File: config.mk
export PLATFORM = sky130hd
export DESIGN_NAME = pipelined_cla_adder
export DESIGN_NICKNAME = d
export VERILOG_FILES = /design/src/rtl/pipelined_cla_adder.sv
export SDC_FILE = /design/constraint.sdc
export NUM_CORES = 1
export LEC_CHECK = 0
export ABC_AREA = 0
export CAP_MARGIN = 20
export CORE_MARGIN = 5
export CORE_UTILIZATION = 30
export DETAILED_ROUTE_END_ITERATION = 8
export SLEW_MARGIN = 20
export SYNTH_ARGS = -nofsm -noshare
export SYNTH_HDL_FRONTEND = slang
export SYNTH_SLANG_ARGS = --single-unit
File: constraint.sdc
create_clock -name clk -period 3.2 [get_ports clk]
set_input_delay 0.64 -clock clk [delete_from_list [all_inputs] [get_ports clk]]
set_output_delay 0.64 -clock clk [all_outputs]
set_load 0.02 [all_outputs]
File: src/rtl/pipelined_cla_adder.sv
// Pipelined carry-lookahead adder/subtractor: one SW-bit lookahead slice per stage,
// carry registered between slices, valid/ready handshake with bubble compression.
module pipelined_cla_adder #(
    parameter int WIDTH  = 32,
    parameter int STAGES = 2,
    parameter int GROUP  = 4
) (
    input  logic             clk,
    input  logic             rst_n,
    input  logic             in_valid,
    output logic             in_ready,
    input  logic [WIDTH-1:0] a,
    input  logic [WIDTH-1:0] b,
    input  logic             cin,
    input  logic             sub,
    output logic             out_valid,
    input  logic             out_ready,
    output logic [WIDTH-1:0] s,
    output logic             cout,
    output logic             ovf
);

    localparam int SW = WIDTH / STAGES;

    generate
        if (WIDTH % STAGES != 0) begin : g_bad_width
            $error("pipelined_cla_adder: WIDTH must be divisible by STAGES");
        end
        if (SW % GROUP != 0) begin : g_bad_group
            $error("pipelined_cla_adder: WIDTH/STAGES must be divisible by GROUP");
        end
    endgenerate

    // Returns {carry into slice MSB, carry out, sum}; groups resolve via group G/P.
    function automatic logic [SW+1:0] slice_add(input logic [SW-1:0] x,
                                                input logic [SW-1:0] y,
                                                input logic          ci);
        logic [SW-1:0] g;
        logic [SW-1:0] p;
        logic [SW:0]   c;
        logic          gg;
        logic          gp;
        g    = x & y;
        p    = x ^ y;
        c    = '0;
        c[0] = ci;
        for (int j = 0; j < SW / GROUP; j++) begin
            gg = 1'b0;
            gp = 1'b1;
            for (int i = 0; i < GROUP; i++) begin
                c[j*GROUP+i+1] = g[j*GROUP+i] | (p[j*GROUP+i] & c[j*GROUP+i]);
                gg             = g[j*GROUP+i] | (p[j*GROUP+i] & gg);
                gp             = gp & p[j*GROUP+i];
            end
            c[(j+1)*GROUP] = gg | (gp & c[j*GROUP]);
        end
        return {c[SW-1], c[SW], p ^ c[SW-1:0]};
    endfunction

    logic [WIDTH-1:0] op_a [STAGES];
    logic [WIDTH-1:0] op_b [STAGES];
    logic [WIDTH-1:0] ps   [STAGES+1];
    logic [STAGES:0]  cy;
    logic [STAGES:0]  v;
    logic [STAGES-1:0] ld;
    logic             msb_c;

    assign op_a[0] = a;
    assign op_b[0] = sub ? ~b : b;
    assign cy[0]   = sub | cin;
    assign ps[0]   = '0;
    assign v[0]    = in_valid;

    generate
        for (genvar k = 0; k < STAGES; k++) begin : g_stage
            logic [SW+1:0]    r;
            logic [WIDTH-1:0] s_nx;
            logic [WIDTH-1:0] s_q;
            logic             v_q;
            logic             c_q;

            // Stage k may load unless it and every stage after it is full and stalled.
            assign ld[k] = out_ready | ~(&v[STAGES:k+1]);
            assign r     = slice_add(op_a[k][k*SW +: SW], op_b[k][k*SW +: SW], cy[k]);

            always_comb begin
                s_nx               = ps[k];
                s_nx[k*SW +: SW]   = r[SW-1:0];
            end

            always_ff @(posedge clk or negedge rst_n) begin
                if (!rst_n) begin
                    v_q <= 1'b0;
                    s_q <= '0;
                    c_q <= 1'b0;
                end else if (ld[k]) begin
                    v_q <= v[k];
                    if (v[k]) begin
                        s_q <= s_nx;
                        c_q <= r[SW];
                    end
                end
            end

            assign v[k+1]  = v_q;
            assign ps[k+1] = s_q;
            assign cy[k+1] = c_q;

            if (k < STAGES - 1) begin : g_skew
                logic [WIDTH-1:0] a_q;
                logic [WIDTH-1:0] b_q;
                always_ff @(posedge clk or negedge rst_n) begin
                    if (!rst_n) begin
                        a_q <= '0;
                        b_q <= '0;
                    end else if (ld[k] && v[k]) begin
                        a_q <= op_a[k];
                        b_q <= op_b[k];
                    end
                end
                assign op_a[k+1] = a_q;
                assign op_b[k+1] = b_q;
            end else begin : g_last
                logic cm_q;
                always_ff @(posedge clk or negedge rst_n) begin
                    if (!rst_n) begin
                        cm_q <= 1'b0;
                    end else if (ld[k] && v[k]) begin
                        cm_q <= r[SW+1];
                    end
                end
                assign msb_c = cm_q;
            end
        end
    endgenerate

    assign in_ready  = ld[0];
    assign out_valid = v[STAGES];
    assign s         = ps[STAGES];
    assign cout      = cy[STAGES];
    assign ovf       = cy[STAGES] ^ msb_c;

endmodule

Word-level counts from Yosys, hierarchy flattened. Cells that the tools add are included.

Add/subtract/negate cells: 0. Multipliers: 0. Div/mod/pow operators: 0. Order comparisons: 0. Equal/unequal tests: 0. Shift operators: 0. Mux-type cells: 1. Bitwise logic cells: 149. Reduce and logical (&&, ||, !) cells: 5.

Operators by type and width (count): bitwise AND 1 bit (80); XOR 16 bit (4); OR 1 bit (59); bitwise AND 16 bit (2); two-way mux 32 bit (1); NOT 32 bit (1); AND reduction 2 bit (3); logical AND 1 bit (2); NOT 1 bit (2); XOR 1 bit (1).

Register bits after elaboration: 117. Bits in latches: 0. RAM bits: 0. Bits in read-only memories: 0. Word-level logic and storage cells: 164. Memories kept: 0.

Longest topological paths before layout.
Depth after elaboration: 21. Mapped depth: 14. Depth with buffers taken out: 12.

Least setup slack after synthesis. OpenSTA, ideal clock, no wires.

Kind: input port to flip-flop. Start point: input sub. End point: register g_stage[0].s_q[14]. Arrival: 3.443 ns. Setup slack: -0.326 ns. Stages: 13. Path buffers: 2. Cell sequence: buf_6 > buf_2 > xor2_1 > ha_1 > a211oi_2 > nor2_1 > or3_1 > a211o_1 > a21oi_1 > fa_1 > fa_1 > fa_1 > o21ai_0.

Longest elaborated chain between the ends: 18. Elaborated cells on any way between the ends: 42. Those cells by class: 1 x mux; 41 x bitwise.

Ends and longest elaborated chain: start, declared (line 15) `input logic sub,`; two-way mux 32 bit (line 69) `assign op_b[0] = sub ? ~b : b;`; XOR 16 bit or bitwise AND 16 bit (tied branches) (line 44, 43); bitwise AND 1 bit (line 52) `gg = g[j*GROUP+i] | (p[j*GROUP+i] & gg);`; OR 1 bit (line 52); bitwise AND 1 bit (line 52); OR 1 bit (line 52); bitwise AND 1 bit (line 52); OR 1 bit (line 52); [... 2 more ...]; OR 1 bit (line 55) `c[(j+1)*GROUP] = gg | (gp & c[j*GROUP]);`; bitwise AND 1 bit (line 55); OR 1 bit (line 55); bitwise AND 1 bit (line 51) `c[j*GROUP+i+1] = g[j*GROUP+i] | (p[j*GROUP+i] & c[j*GROUP+i]);`; OR 1 bit (line 51); bitwise AND 1 bit (line 51); OR 1 bit (line 51); XOR 16 bit * (line 57) `return {c[SW-1], c[SW], p ^ c[SW-1:0]};`; end signal, assigned (line 99) `s_q <= s_nx;`; end, declared (line 78) `logic [WIDTH-1:0] s_q;`.

Every way passes the cells marked *; elsewhere a longest branch is shown, timed or not. A chain may end at the register's enable or synchronous reset.

Final worst setup path.
Start point: input b[2]. End point: register g_stage[0].s_q[14].

Longest elaborated chain between the ends: 17. Elaborated cells on any way between the ends: 21. Those cells by class: 1 x mux; 20 x bitwise.

Ends and longest elaborated chain: start, declared (line 13) `input logic [WIDTH-1:0] b,`; NOT 32 bit (line 69); two-way mux 32 bit * (line 69); XOR 16 bit (line 44) `p = x ^ y;`; bitwise AND 1 bit (line 52); OR 1 bit (line 52); bitwise AND 1 bit (line 52); OR 1 bit (line 52); OR 1 bit * (line 55); bitwise AND 1 bit * (line 55); OR 1 bit * (line 55); bitwise AND 1 bit * (line 55); OR 1 bit * (line 55); bitwise AND 1 bit * (line 51); OR 1 bit * (line 51); bitwise AND 1 bit * (line 51); OR 1 bit * (line 51); XOR 16 bit * (line 57).

Marks and branches as above.

==> qor.yml <==
rows: 46
status: "completed"
instances_no_fill: 755
cts_sinks: 85
ys_warn_count: 0
pre_cts_ws_ns: -0.681
grt_pass1_wl_um: 17700
critPathCaptureType: "flip-flop"
maxCapViolCount: 0
path_class: "in2reg"
finClkSkew_ns: 0.00686
antenna_found_initial: 0
cp_max_fo: 3
drv_slew: 0
start_util_pct: 30.2
first_pass_iters: 4
cp_common_cell: "fa_2"
utilization_pct: 42.5
n_antenna_cell: 0
syn_area_mm2: 0.00475
min_period_ns: 3.10
total_power_mw: 4.37
syn_nets: 538
setup_viol: 0
ctsHtreeMaxLevel: 3
synth.largest_area_cell: "dfrtp_1"
wire_per_inst_um: 14.1
die_h_um: 136
pin_count: 106
grt_pass1_vias: 3720
worst_pin_slew_ns: 0.781
dr_total_vias: 3336
layout-drive-gt1-share_pct: 21.7
synth_ff_type: "dfrtp_1"
core-area_mm2: 0.0157
path_buf_inv: 1
ys_ff_latch: 85
worst-r2r-setup-slack_ns: 0.13
reg2reg_depth: 11
slowest_delay_ns: 0.40
rr_startpoint: "g_stage[0].g_skew.a_q[19]$_DFFE_PN0P_"
setup_tns_ns: 0
nFillCells: 1505
fp.dieW_um: 136
cts_buffers: 9
hold_path.class: "in2async"
layout_setup_ws_ns: 0.0982
start_kind: "input port"
synth_top_area_share_pct: 44.8
post-route-period-util_pct: 96.9
crit_required_ns: 3.47
worst_path_max_delay_cell: "fa_1"
power.density_mw_per_mm2: 655
crit_family: "adder cells"
synth_area_leaders: "dfrtp_1, mux2_2, fa_1"
dpl_cell_area_mm2: 0.00624
drc: 0
clock_latency_ns: 0.34
dpl.cell_count: 741
synth-seq-area-share_pct: 44.8
syn_inst: 412
antenna_left: 0
cts_tree: "done"
fin_nets: 664
cts_buffer_depth: 2
ir_worst_vdd_mv: 0.283
overflow: 0
via_per_inst: 4.42
r2r-end: "s[26]$_DFFE_PN0P_"
synth_area_per_cell_um2: 11.5
ys_async_sr_fraction_pct: 100
numPortBuffers: 105
hold_violations: 0
fmax_mhz: 322
crit_chain: "dlygate4sd2_1 -> xor2_2 -> ha_4 -> o21ai_2 -> nor2_1 -> or3_4 -> a211o_4 -> a21oi_4 -> fa_2 -> fa_2 -> fa_1 -> o21ai_1"
grt_usage_pct: 12.2
wl_um: 10700
post-dp-hpwl_um: 8180
holdWs_ns: 0.363
cellLeakagePower_nw: 2.92
slew_headroom_pct: 47.9
gpl.final_weighted_congestion: 0.819
synth_edf_count: 0
cp.arrival_ns: 3.37
drt_first_iter_violations: 58
yosysUniqueCellTypes: 32
grt_max_degree: 86
clk_pin_slew_ns: 0.06
area_growth_pct: 40.8
root_buffer: "clkbuf_16"
stdcell_area_mm2: 0.00668
dieArea_mm2: 0.0184
Yosys cell counts, types with 2 or more instances:
| cell | n |
|---|---|
| nand2_1 | 42 |
| a211oi_1 | 5 |
| dfrtp_1 | 85 |
| a21oi_1 | 12 |
| inv_1 | 34 |
| and4_1 | 2 |
| fa_1 | 24 |
| mux2_2 | 43 |
| xnor2_1 | 18 |
| xor2_1 | 23 |
| nand2b_1 | 4 |
| o21ai_0 | 45 |
| nand4_1 | 4 |
| nor2_1 | 10 |
| clkbuf_1 | 6 |
| ha_1 | 32 |
| buf_2 | 8 |
report_power, final:
part | internal (mW) | switching (mW)
combinational | 0.904 | 0.803
clock | 0.665 | 0.402
sequential | 1.39 | 0.208
total | 2.96 | 1.41
metal layers:
metal | part of all wire, % | track usage [%] | wire [um] | vias to the layer above
met5 | 0 | 0 | 0 | -
met4 | 1.4 | 4.48 | 150 | 0
met3 | 4.9 | 2.79 | 521 | 13
met2 | 51 | 21.0 | 5390 | 75
met1 | 43 | 15.0 | 4590 | 1622
li1 | - | - | - | 1626
worst reg2reg max path, stage by stage (launching register included):
cell and delay, ns:
dfrtp_1 0.41, ha_4 0.25, and3_1 0.16, a31oi_1 0.16, o21ai_2 0.10, a211oi_2 0.29
buf_4 0.17, inv_1 0.05, fa_2 0.33, fa_2 0.36, fa_1 0.43, mux2_2 0.26
final cells by class:
type	count	area (um^2)	share of cell area, %
clock inverters	3	65.1	0.974
flip-flops and latches	85	2130	31.8
well taps	216	270	4.04
inverters	34	128	1.91
multi-input cells	277	2580	38.7
clock buffers	9	225	3.37
repair buffers	131	1280	19.2
registers in the layout, indices dropped and copies added, names as in the netlist:
signal / count
s: 32
g_stage.g_skew.a_q: 16
g_stage.g_skew.b_q: 16
g_stage.s_q: 16
cout: 1
g_stage.c_q: 1
g_stage.v_q: 1
g_stage.g_last.cm_q: 1
out_valid: 1
placed cells by master (no fill, tap or decap), drive strengths merged:
cell and instances:
dlymetal6s2s 1, a31oi 1, clkdlybuf4s50 97, o21ai 45
a211oi 6, and4 2, and2 1, clkbuf 10
dlygate4sd2 4, ha 32, bufinv 2, nor3 1
nand2 42, dfrtp 85, o2111ai 1, a21boi 1
a311o 1, mux2 43, a211o 1, nor2 11
xnor2 18, xor2 23, nand3b 1, buf 28
a21oi 12, or3 1, nand2b 4, clkinv 1
nand4 4, o21bai 1, inv 34, fa 24
and3 1
what timing repair did:
action,in CTS,in global routing
buffers inserted,2,0
hold buffers,0,0
setup endpoints to repair,11,9
gates resized for setup,18,21
pin swaps,10,15
worst max-delay path by stage:
| stage | to | cells past startpoint | startpoint |
|---|---|---|---|
| 3_3_place_gp | g_stage[0].s_q[14]$_DFFE_PN0P_ | 12 | b[1] |
| 6_report | g_stage[0].s_q[14]$_DFFE_PN0P_ | 12 | b[2] |
| 5_1_grt | g_stage[0].s_q[10]$_DFFE_PN0P_ | 12 | b[2] |
| 4_1_cts | s[30]$_DFFE_PN0P_ | 12 | g_stage[0].g_skew.a_q[19]$_DFFE_PN0P_ |
| 3_5_place_dp | g_stage[0].s_q[14]$_DFFE_PN0P_ | 12 | b[1] |
| 2_1_floorplan | g_stage[0].s_q[14]$_DFFE_PN0P_ | 13 | sub |
kinds of logic after synthesis:
family                     count (synthesis)  share of synthesized area [%]
adders and majority gates                 56                           18.6
DFF                                       85                           44.8
and+or+nand+nor                           68                           6.43
buffers and inverters                     50                           4.32
muxes                                     43                           10.2
xor gates and xnor gates                  41                           7.57
AOI/OAI and AO/OA                         69                           8.09
Power figures use the tool's default switching activity.
